===== src/rtl/mips_ctrl_pkg.sv =====
// mips_ctrl_pkg: shared encodings for the multi-cycle MIPS control unit
package mips_ctrl_pkg;
  typedef enum logic [3:0] {
    FETCH     = 4'd0,
    DECODE    = 4'd1,
    MEM_ADR   = 4'd2,
    MEM_READ  = 4'd3,
    MEM_WB    = 4'd4,
    MEM_WRITE = 4'd5,
    EXECUTE   = 4'd6,
    ALU_WB    = 4'd7,
    BRANCH    = 4'd8,
    JUMP      = 4'd9,
    ADDI_EXEC = 4'd10,
    ADDI_WB   = 4'd11
  } state_t;
  localparam logic [5:0] OP_RTYPE = 6'b000000;
  localparam logic [5:0] OP_LW    = 6'b100011;
  localparam logic [5:0] OP_SW    = 6'b101011;
  localparam logic [5:0] OP_BEQ   = 6'b000100;
  localparam logic [5:0] OP_J     = 6'b000010;
  localparam logic [5:0] OP_ADDI  = 6'b001000;
  localparam logic [1:0] ULA_ADD   = 2'b00;
  localparam logic [1:0] ULA_SUB   = 2'b01;
  localparam logic [1:0] ULA_FUNCT = 2'b10;
  localparam logic [1:0] SRCB_REG     = 2'b00;
  localparam logic [1:0] SRCB_FOUR    = 2'b01;
  localparam logic [1:0] SRCB_IMM     = 2'b10;
  localparam logic [1:0] SRCB_IMM_SH2 = 2'b11;
  localparam logic [1:0] PCSRC_ULA    = 2'b00;
  localparam logic [1:0] PCSRC_ALUOUT = 2'b01;
  localparam logic [1:0] PCSRC_JUMP   = 2'b10;
  typedef struct packed {
    logic       pc_write;
    logic       pc_write_cond;
    logic       iord;
    logic       mem_read;
    logic       mem_write;
    logic       ir_write;
    logic       mem_to_reg;
    logic       reg_dst;
    logic       reg_write;
    logic       alu_src_a;
    logic [1:0] alu_src_b;
    logic [1:0] ula_op;
    logic [1:0] pc_source;
  } ctrl_t;
  function automatic logic is_legal(input logic [5:0] op);
    return op == OP_RTYPE || op == OP_LW || op == OP_SW || op == OP_BEQ || op == OP_J || op == OP_ADDI;
  endfunction
endpackage


===== src/rtl/mips_ctrl_decode.sv =====
// mips_ctrl_decode: maps the control state (and mem_ready in FETCH) to the datapath control word
module mips_ctrl_decode
  import mips_ctrl_pkg::*;
(
  input  state_t st,
  input  logic   mem_ready,
  output ctrl_t  cw
);
  // Moore word per state; FETCH loads IR and PC only once memory has answered
  always_comb begin
    cw = '0;
    case (st)
      FETCH: begin
        cw.mem_read  = 1'b1;
        cw.alu_src_b = SRCB_FOUR;
        cw.ula_op    = ULA_ADD;
        cw.pc_source = PCSRC_ULA;
        cw.ir_write  = mem_ready;
        cw.pc_write  = mem_ready;
      end
      DECODE:    cw.alu_src_b = SRCB_IMM_SH2;
      MEM_ADR: begin
        cw.alu_src_a = 1'b1;
        cw.alu_src_b = SRCB_IMM;
      end
      MEM_READ: begin
        cw.mem_read = 1'b1;
        cw.iord     = 1'b1;
      end
      MEM_WB: begin
        cw.reg_write  = 1'b1;
        cw.mem_to_reg = 1'b1;
      end
      MEM_WRITE: begin
        cw.mem_write = 1'b1;
        cw.iord      = 1'b1;
      end
      EXECUTE: begin
        cw.alu_src_a = 1'b1;
        cw.alu_src_b = SRCB_REG;
        cw.ula_op    = ULA_FUNCT;
      end
      ALU_WB: begin
        cw.reg_write = 1'b1;
        cw.reg_dst   = 1'b1;
      end
      BRANCH: begin
        cw.alu_src_a     = 1'b1;
        cw.ula_op        = ULA_SUB;
        cw.pc_write_cond = 1'b1;
        cw.pc_source     = PCSRC_ALUOUT;
      end
      JUMP: begin
        cw.pc_write  = 1'b1;
        cw.pc_source = PCSRC_JUMP;
      end
      ADDI_EXEC: begin
        cw.alu_src_a = 1'b1;
        cw.alu_src_b = SRCB_IMM;
      end
      ADDI_WB:   cw.reg_write = 1'b1;
      default: begin
        cw.mem_read  = 1'b1;
        cw.alu_src_b = SRCB_FOUR;
      end
    endcase
  end
endmodule


===== src/rtl/mips_multicycle_control.sv =====
// mips_multicycle_control: multi-cycle MIPS sequencer with retire counter and sticky illegal-opcode flag
module mips_multicycle_control
  import mips_ctrl_pkg::*;
#(
  parameter int CNT_W = 32
) (
  input  logic             clock,
  input  logic             reset,
  input  logic [5:0]       opcode,
  input  logic             mem_ready,
  output logic             PCWrite,
  output logic             PCWriteCond,
  output logic             IorD,
  output logic             MemRead,
  output logic             MemWrite,
  output logic             IRWrite,
  output logic             MemtoReg,
  output logic             RegDst,
  output logic             RegWrite,
  output logic             ALUSrcA,
  output logic [1:0]       ALUSrcB,
  output logic [1:0]       ula_operation,
  output logic [1:0]       PCSource,
  output logic [3:0]       state,
  output logic             illegal_op,
  output logic [CNT_W-1:0] instr_count
);
  state_t cur, nxt;
  ctrl_t  cw;
  logic   retire, bad_op;
  mips_ctrl_decode u_decode (.st(cur), .mem_ready(mem_ready), .cw(cw));
  // Next state: memory states wait on mem_ready, DECODE/MEM_ADR dispatch on opcode
  always_comb begin
    nxt = FETCH;
    case (cur)
      FETCH:     nxt = mem_ready ? DECODE : FETCH;
      DECODE:    nxt = (opcode == OP_LW || opcode == OP_SW) ? MEM_ADR :
                       opcode == OP_RTYPE ? EXECUTE :
                       opcode == OP_BEQ   ? BRANCH :
                       opcode == OP_J     ? JUMP :
                       opcode == OP_ADDI  ? ADDI_EXEC : FETCH;
      MEM_ADR:   nxt = opcode == OP_SW ? MEM_WRITE : MEM_READ;
      MEM_READ:  nxt = mem_ready ? MEM_WB : MEM_READ;
      MEM_WRITE: nxt = mem_ready ? FETCH : MEM_WRITE;
      EXECUTE:   nxt = ALU_WB;
      ADDI_EXEC: nxt = ADDI_WB;
      default:   nxt = FETCH;
    endcase
  end
  assign retire = nxt == FETCH && (cur == MEM_WB || cur == MEM_WRITE || cur == ALU_WB ||
                                   cur == BRANCH || cur == JUMP || cur == ADDI_WB);
  assign bad_op = cur == DECODE && !is_legal(opcode);
  // State register, retired-instruction counter and sticky illegal flag
  always_ff @(posedge clock or negedge reset) begin
    if (!reset) begin
      cur         <= FETCH;
      instr_count <= '0;
      illegal_op  <= 1'b0;
    end else begin
      cur         <= nxt;
      instr_count <= instr_count + CNT_W'(retire);
      illegal_op  <= illegal_op | bad_op;
    end
  end
  assign state         = cur;
  assign PCWrite       = cw.pc_write & reset;
  assign PCWriteCond   = cw.pc_write_cond & reset;
  assign IorD          = cw.iord;
  assign MemRead       = cw.mem_read & reset;
  assign MemWrite      = cw.mem_write & reset;
  assign IRWrite       = cw.ir_write & reset;
  assign MemtoReg      = cw.mem_to_reg;
  assign RegDst        = cw.reg_dst;
  assign RegWrite      = cw.reg_write & reset;
  assign ALUSrcA       = cw.alu_src_a;
  assign ALUSrcB       = cw.alu_src_b;
  assign ula_operation = cw.ula_op;
  assign PCSource      = cw.pc_source;
endmodule


===== config.mk =====
export PLATFORM = sky130hd
export DESIGN_NAME = mips_multicycle_control
export DESIGN_NICKNAME = d
export VERILOG_FILES = /design/src/rtl/mips_ctrl_pkg.sv /design/src/rtl/mips_ctrl_decode.sv /design/src/rtl/mips_multicycle_control.sv
export SDC_FILE = /design/constraint.sdc
export NUM_CORES = 1
export LEC_CHECK = 0
export CAP_MARGIN = 20
export CELL_PAD_IN_SITES_DETAIL_PLACEMENT = 1
export CELL_PAD_IN_SITES_GLOBAL_PLACEMENT = 1
export CORE_MARGIN = 3
export CORE_UTILIZATION = 36
export CTS_BUF_LIST = sky130_fd_sc_hd__clkbuf_4
export DETAILED_ROUTE_END_ITERATION = 10
export PLACE_DENSITY = 0.89
export SYNTH_ARGS = -nofsm -noshare
export SYNTH_HDL_FRONTEND = slang
export SYNTH_SLANG_ARGS = --single-unit

===== constraint.sdc =====
create_clock -name clock -period 3.6 [get_ports clock]
set_input_delay 0.72 -clock clock [delete_from_list [all_inputs] [get_ports clock]]
set_output_delay 0.72 -clock clock [all_outputs]
set_load 0.02 [all_outputs]

==> results of run 1 <==
## cells by family (layout without fill, tap and decap cells)
family / Yosys count / in the layout / share of synthesized area (%)
buf+inv: 13 / 77 / 2.452
fa+ha+maj: 2 / 2 / 1.258
xor+xnor: 32 / 32 / 14.09
mux: 1 / 1 / 0.5660
flops: 37 / 37 / 46.54
compound gates: 22 / 22 / 8.176
simple gates: 101 / 101 / 26.92
## cell usage in the layout (no fill, tap or decap), types with 3 or more instances in the layout
| master | Yosys | final |
|---|---|---|
| nand2_1 | 20 | 20 |
| o21ai_0 | 4 | 4 |
| clkbuf_4 | 0 | 6 |
| xor2_1 | 12 | 12 |
| inv_1 | 4 | 4 |
| nand4_1 | 14 | 14 |
| nand2b_1 | 4 | 4 |
| a21oi_1 | 4 | 4 |
| clkdlybuf4s50_1 | 0 | 60 |
| and3_1 | 5 | 5 |
| nor2_1 | 16 | 16 |
| dfrtp_1 | 37 | 37 |
| or3_1 | 4 | 4 |
| xnor2_1 | 20 | 20 |
| nor3_1 | 12 | 12 |
| buf_4 | 0 | 3 |
| nand3_1 | 9 | 9 |
| and2_1 | 3 | 3 |
| or4_1 | 4 | 4 |
## Yosys cell counts (3+ instances only)
| cell | instances | area, um2 |
|---|---|---|
| and3_1 | 5 | 31.28 |
| nand3_1 | 9 | 45.04 |
| dfrtp_1 | 37 | 925.9 |
| inv_1 | 4 | 15.01 |
| clkbuf_1 | 8 | 30.03 |
| xor2_1 | 12 | 105.1 |
| nor2_1 | 16 | 60.06 |
| or4_1 | 4 | 30.03 |
| or3_1 | 4 | 25.02 |
| nand2_1 | 20 | 75.07 |
| nand2b_1 | 4 | 25.02 |
| o21ai_0 | 4 | 20.02 |
| xnor2_1 | 20 | 175.2 |
| nor3_1 | 12 | 60.06 |
| nand4_1 | 14 | 87.58 |
| and2_1 | 3 | 18.77 |
| a21oi_1 | 4 | 20.02 |
## state kept, by name, summed over array words and instances, names as in the netlist
name and cells:
instr_count 32, illegal_op 1, state 4
## layer usage
layer | wire length, um | up-vias | GRT usage (%)
li1 | - | 870 | -
met1 | 2501 | 921 | 24.29
met2 | 2902 | 45 | 32.62
met3 | 192 | 4 | 3.363
met4 | 28 | 0 | 3.041
met5 | 0 | - | 0
## worst paths after layout
kind / from / end / slack (ns) / depth (start not counted)
hold reg to reg: instr_count[31] / instr_count[31] / 0.49 / 1
max in group asynchronous: reset / illegal_op / 2.75 / 2
min in group asynchronous: reset / instr_count[2] / 0.52 / 2
setup / recovery: mem_ready / PCWrite / 0.35 / 5
hold / removal: instr_count[31] / instr_count[31] / 0.49 / 1
setup reg to reg: state[1] / instr_count[26] / 0.64 / 10
## where the power goes
| part | internal (W) | switching (W) | leakage [nW] |
|---|---|---|---|
| clock network | 0.000152 | 0.000143 | 0.0433 |
| logic | 0.000188 | 0.000207 | 0.606 |
| registers | 0.000446 | 0.0000823 | 0.493 |
## worst register-to-register path, delay by kind of cell, from the launching register on
family / cells / cell delay (ns)
adders and majority gates: 2 / 0.47
AOI/OAI and AO/OA: 2 / 0.32
buffers and inverters: 1 / 0.15
DFF: 1 / 0.68
and+or+nand+nor: 4 / 1.10
xor gates and xnor gates: 1 / 0.17
## per-stage QoR
step / util [%] / total power, W / instance area, um2 / worst slack [ns] / std cells
floorplan: - / 0.0007363 / 1989 / 0.6072 / 208
global placement: 51.08 / 0.0009199 / 2675 / 0.3820 / 334
detailed placement: 51.08 / 0.0009331 / 2675 / 0.1663 / 334
CTS: 52.58 / 0.001230 / 2754 / 0.3321 / 342
global route: 52.58 / 0.001287 / 2754 / 0.1466 / 342
finish: 52.58 / 0.001218 / 2754 / 0.3512 / 342
## cell type report
type                       instances  share of cell area (%)
clock inverter                     2                   1.227
multi-input combinational        158                   36.85
tap                               70                   3.180
inverter                           5                  0.6815
clock buffer                       6                   1.636
timing repair buffer              64                   22.81
sequential                        37                   33.62
==> results.yml, run 1 <==
sta:
  finClkSkew_ns: 0.01401
  finalSetupTns_ns: 0
  max_freq_mhz: 307.8
  max_slew.worst_pin.slew_ns: 0.6063
  hold_viol: 0
  final_max_slew_viol_count: 0
  min_period_over_period_pct: 90.24
  setup_viol_count_final: 0
  fin_crit_ns: 3.249
  slew_headroom_pct: 59.58
  grt_setup_unrepaired: "false"
  whs_ns: 0.4869
worst_setup_path:
  criticalPathCategory: "input port to output port"
  cp_slowest_cell: "clkdlybuf4s50_1"
  crit_path_end_kind: "output port"
  crit_top_cell: "clkdlybuf4s50_1"
  cp_data_required_time_ns: 2.88
  slowest_delay_ns: 0.65
  startpoint_type: "input port"
  arrival_ns: 2.53
  crit_family: "buffers and inverters"
  crit_chain: "clkdlybuf4s50_1 -> nor3b_1 -> a21oi_1 -> nor4b_1 -> clkdlybuf4s50_1"
  critPathMaxFanout: 8
  path_buf_inv: 2
yosys:
  syn-num-nets: 219
  seq_area_frac_synth_pct: 46.54
  synthFlopType: "dfrtp_1"
  yosysWarnings: 0
  synth-seq-cells: 37
  netlist_instances: 208
  syn_avg_cell_area_um2: 9.564
  syn_area_um2: 1989
  synth_edf_count: 0
  synthDistinctLibCells: 39
  async_flop_share_pct: 100.0
placement:
  portBuffers: 61
  gp_congestion: 0.7594
  dp_hpwl_um: 4219
clock_tree:
  ctsHoldBuffers: 0
  cts_buffer_depth: 2
  insertion_delay_ns: 0.35
  cts_setup_buffers: 0
  clk_pin_slew_worst_paths_ns: 0.12
  cts_resized: 0
  numCtsBuffers: 5
  root_buffer: "clkbuf_4"
  cts_tree: "done"
  htreeDepth: 2
  cts.sinks: 37
die:
  die_area_um2: 6454
  rows: 26
  die_w_um: 80.34
  die_y_um: 80.34
  pin_count: 62
  core_um2: 5238
  start_util_pct: 37.98
routing:
  wire_per_inst_um: 16.44
  drc: 0
  viasPerCell: 5.380
  wl_um: 5624
  drtIter0Drc: 90
  drtAntennaViolNets: 0
  vias: 1840
  dr.pass1.iters: 4
grt:
  antenna_found_initial: 0
  grt_pass1_vias: 1876
  grt_pass1_wl_um: 9390
  grt_overflow: 0
  gr-usage-all-layers_pct: 18.63
  grt_max_degree: 38
job:
  drv_cap: 0
cells_and_area:
  diodes: 0
  syn_to_final_growth_pct: 38.43
  fillers: 611
  fin_nets: 282
  drive_gt1_share_pct: 5.147
  ff_latch_area_um2: 925.9
  multi_input_area_um2: 1015
power:
  power_density_nw_per_um2: 442.4
  leakage_nw: 1.143
  ir_drop_v: 0.0001957
worst_hold_path:
  hold_path_class: "flop to flop"
status:
  status: "complete, no violations"
(Power assumes the default switching activity.)
==> run 2, diff against run 1 <==
--- a/config.mk
+++ b/config.mk
@@ -13,6 +13,7 @@
 export CTS_BUF_LIST = sky130_fd_sc_hd__clkbuf_4
 export DETAILED_ROUTE_END_ITERATION = 10
 export PLACE_DENSITY = 0.89
+export SKIP_LAST_GASP = 1
 export SYNTH_ARGS = -nofsm -noshare
 export SYNTH_HDL_FRONTEND = slang
 export SYNTH_SLANG_ARGS = --single-unit
==> results of run 2 <==
Same layout as run 1: the final DEF is identical, and so are final timing and power.
==> run 3, diff against run 2 <==
--- a/config.mk
+++ b/config.mk
@@ -12,8 +12,10 @@
 export CORE_UTILIZATION = 36
 export CTS_BUF_LIST = sky130_fd_sc_hd__clkbuf_4
 export DETAILED_ROUTE_END_ITERATION = 10
+export HOLD_SLACK_MARGIN = 0.1
 export PLACE_DENSITY = 0.89
 export SKIP_LAST_GASP = 1
+export SLEW_MARGIN = 20
 export SYNTH_ARGS = -nofsm -noshare
 export SYNTH_HDL_FRONTEND = slang
 export SYNTH_SLANG_ARGS = --single-unit
==> results of run 3 <==
Same layout as run 1: the final DEF is identical, and so are final timing and power.
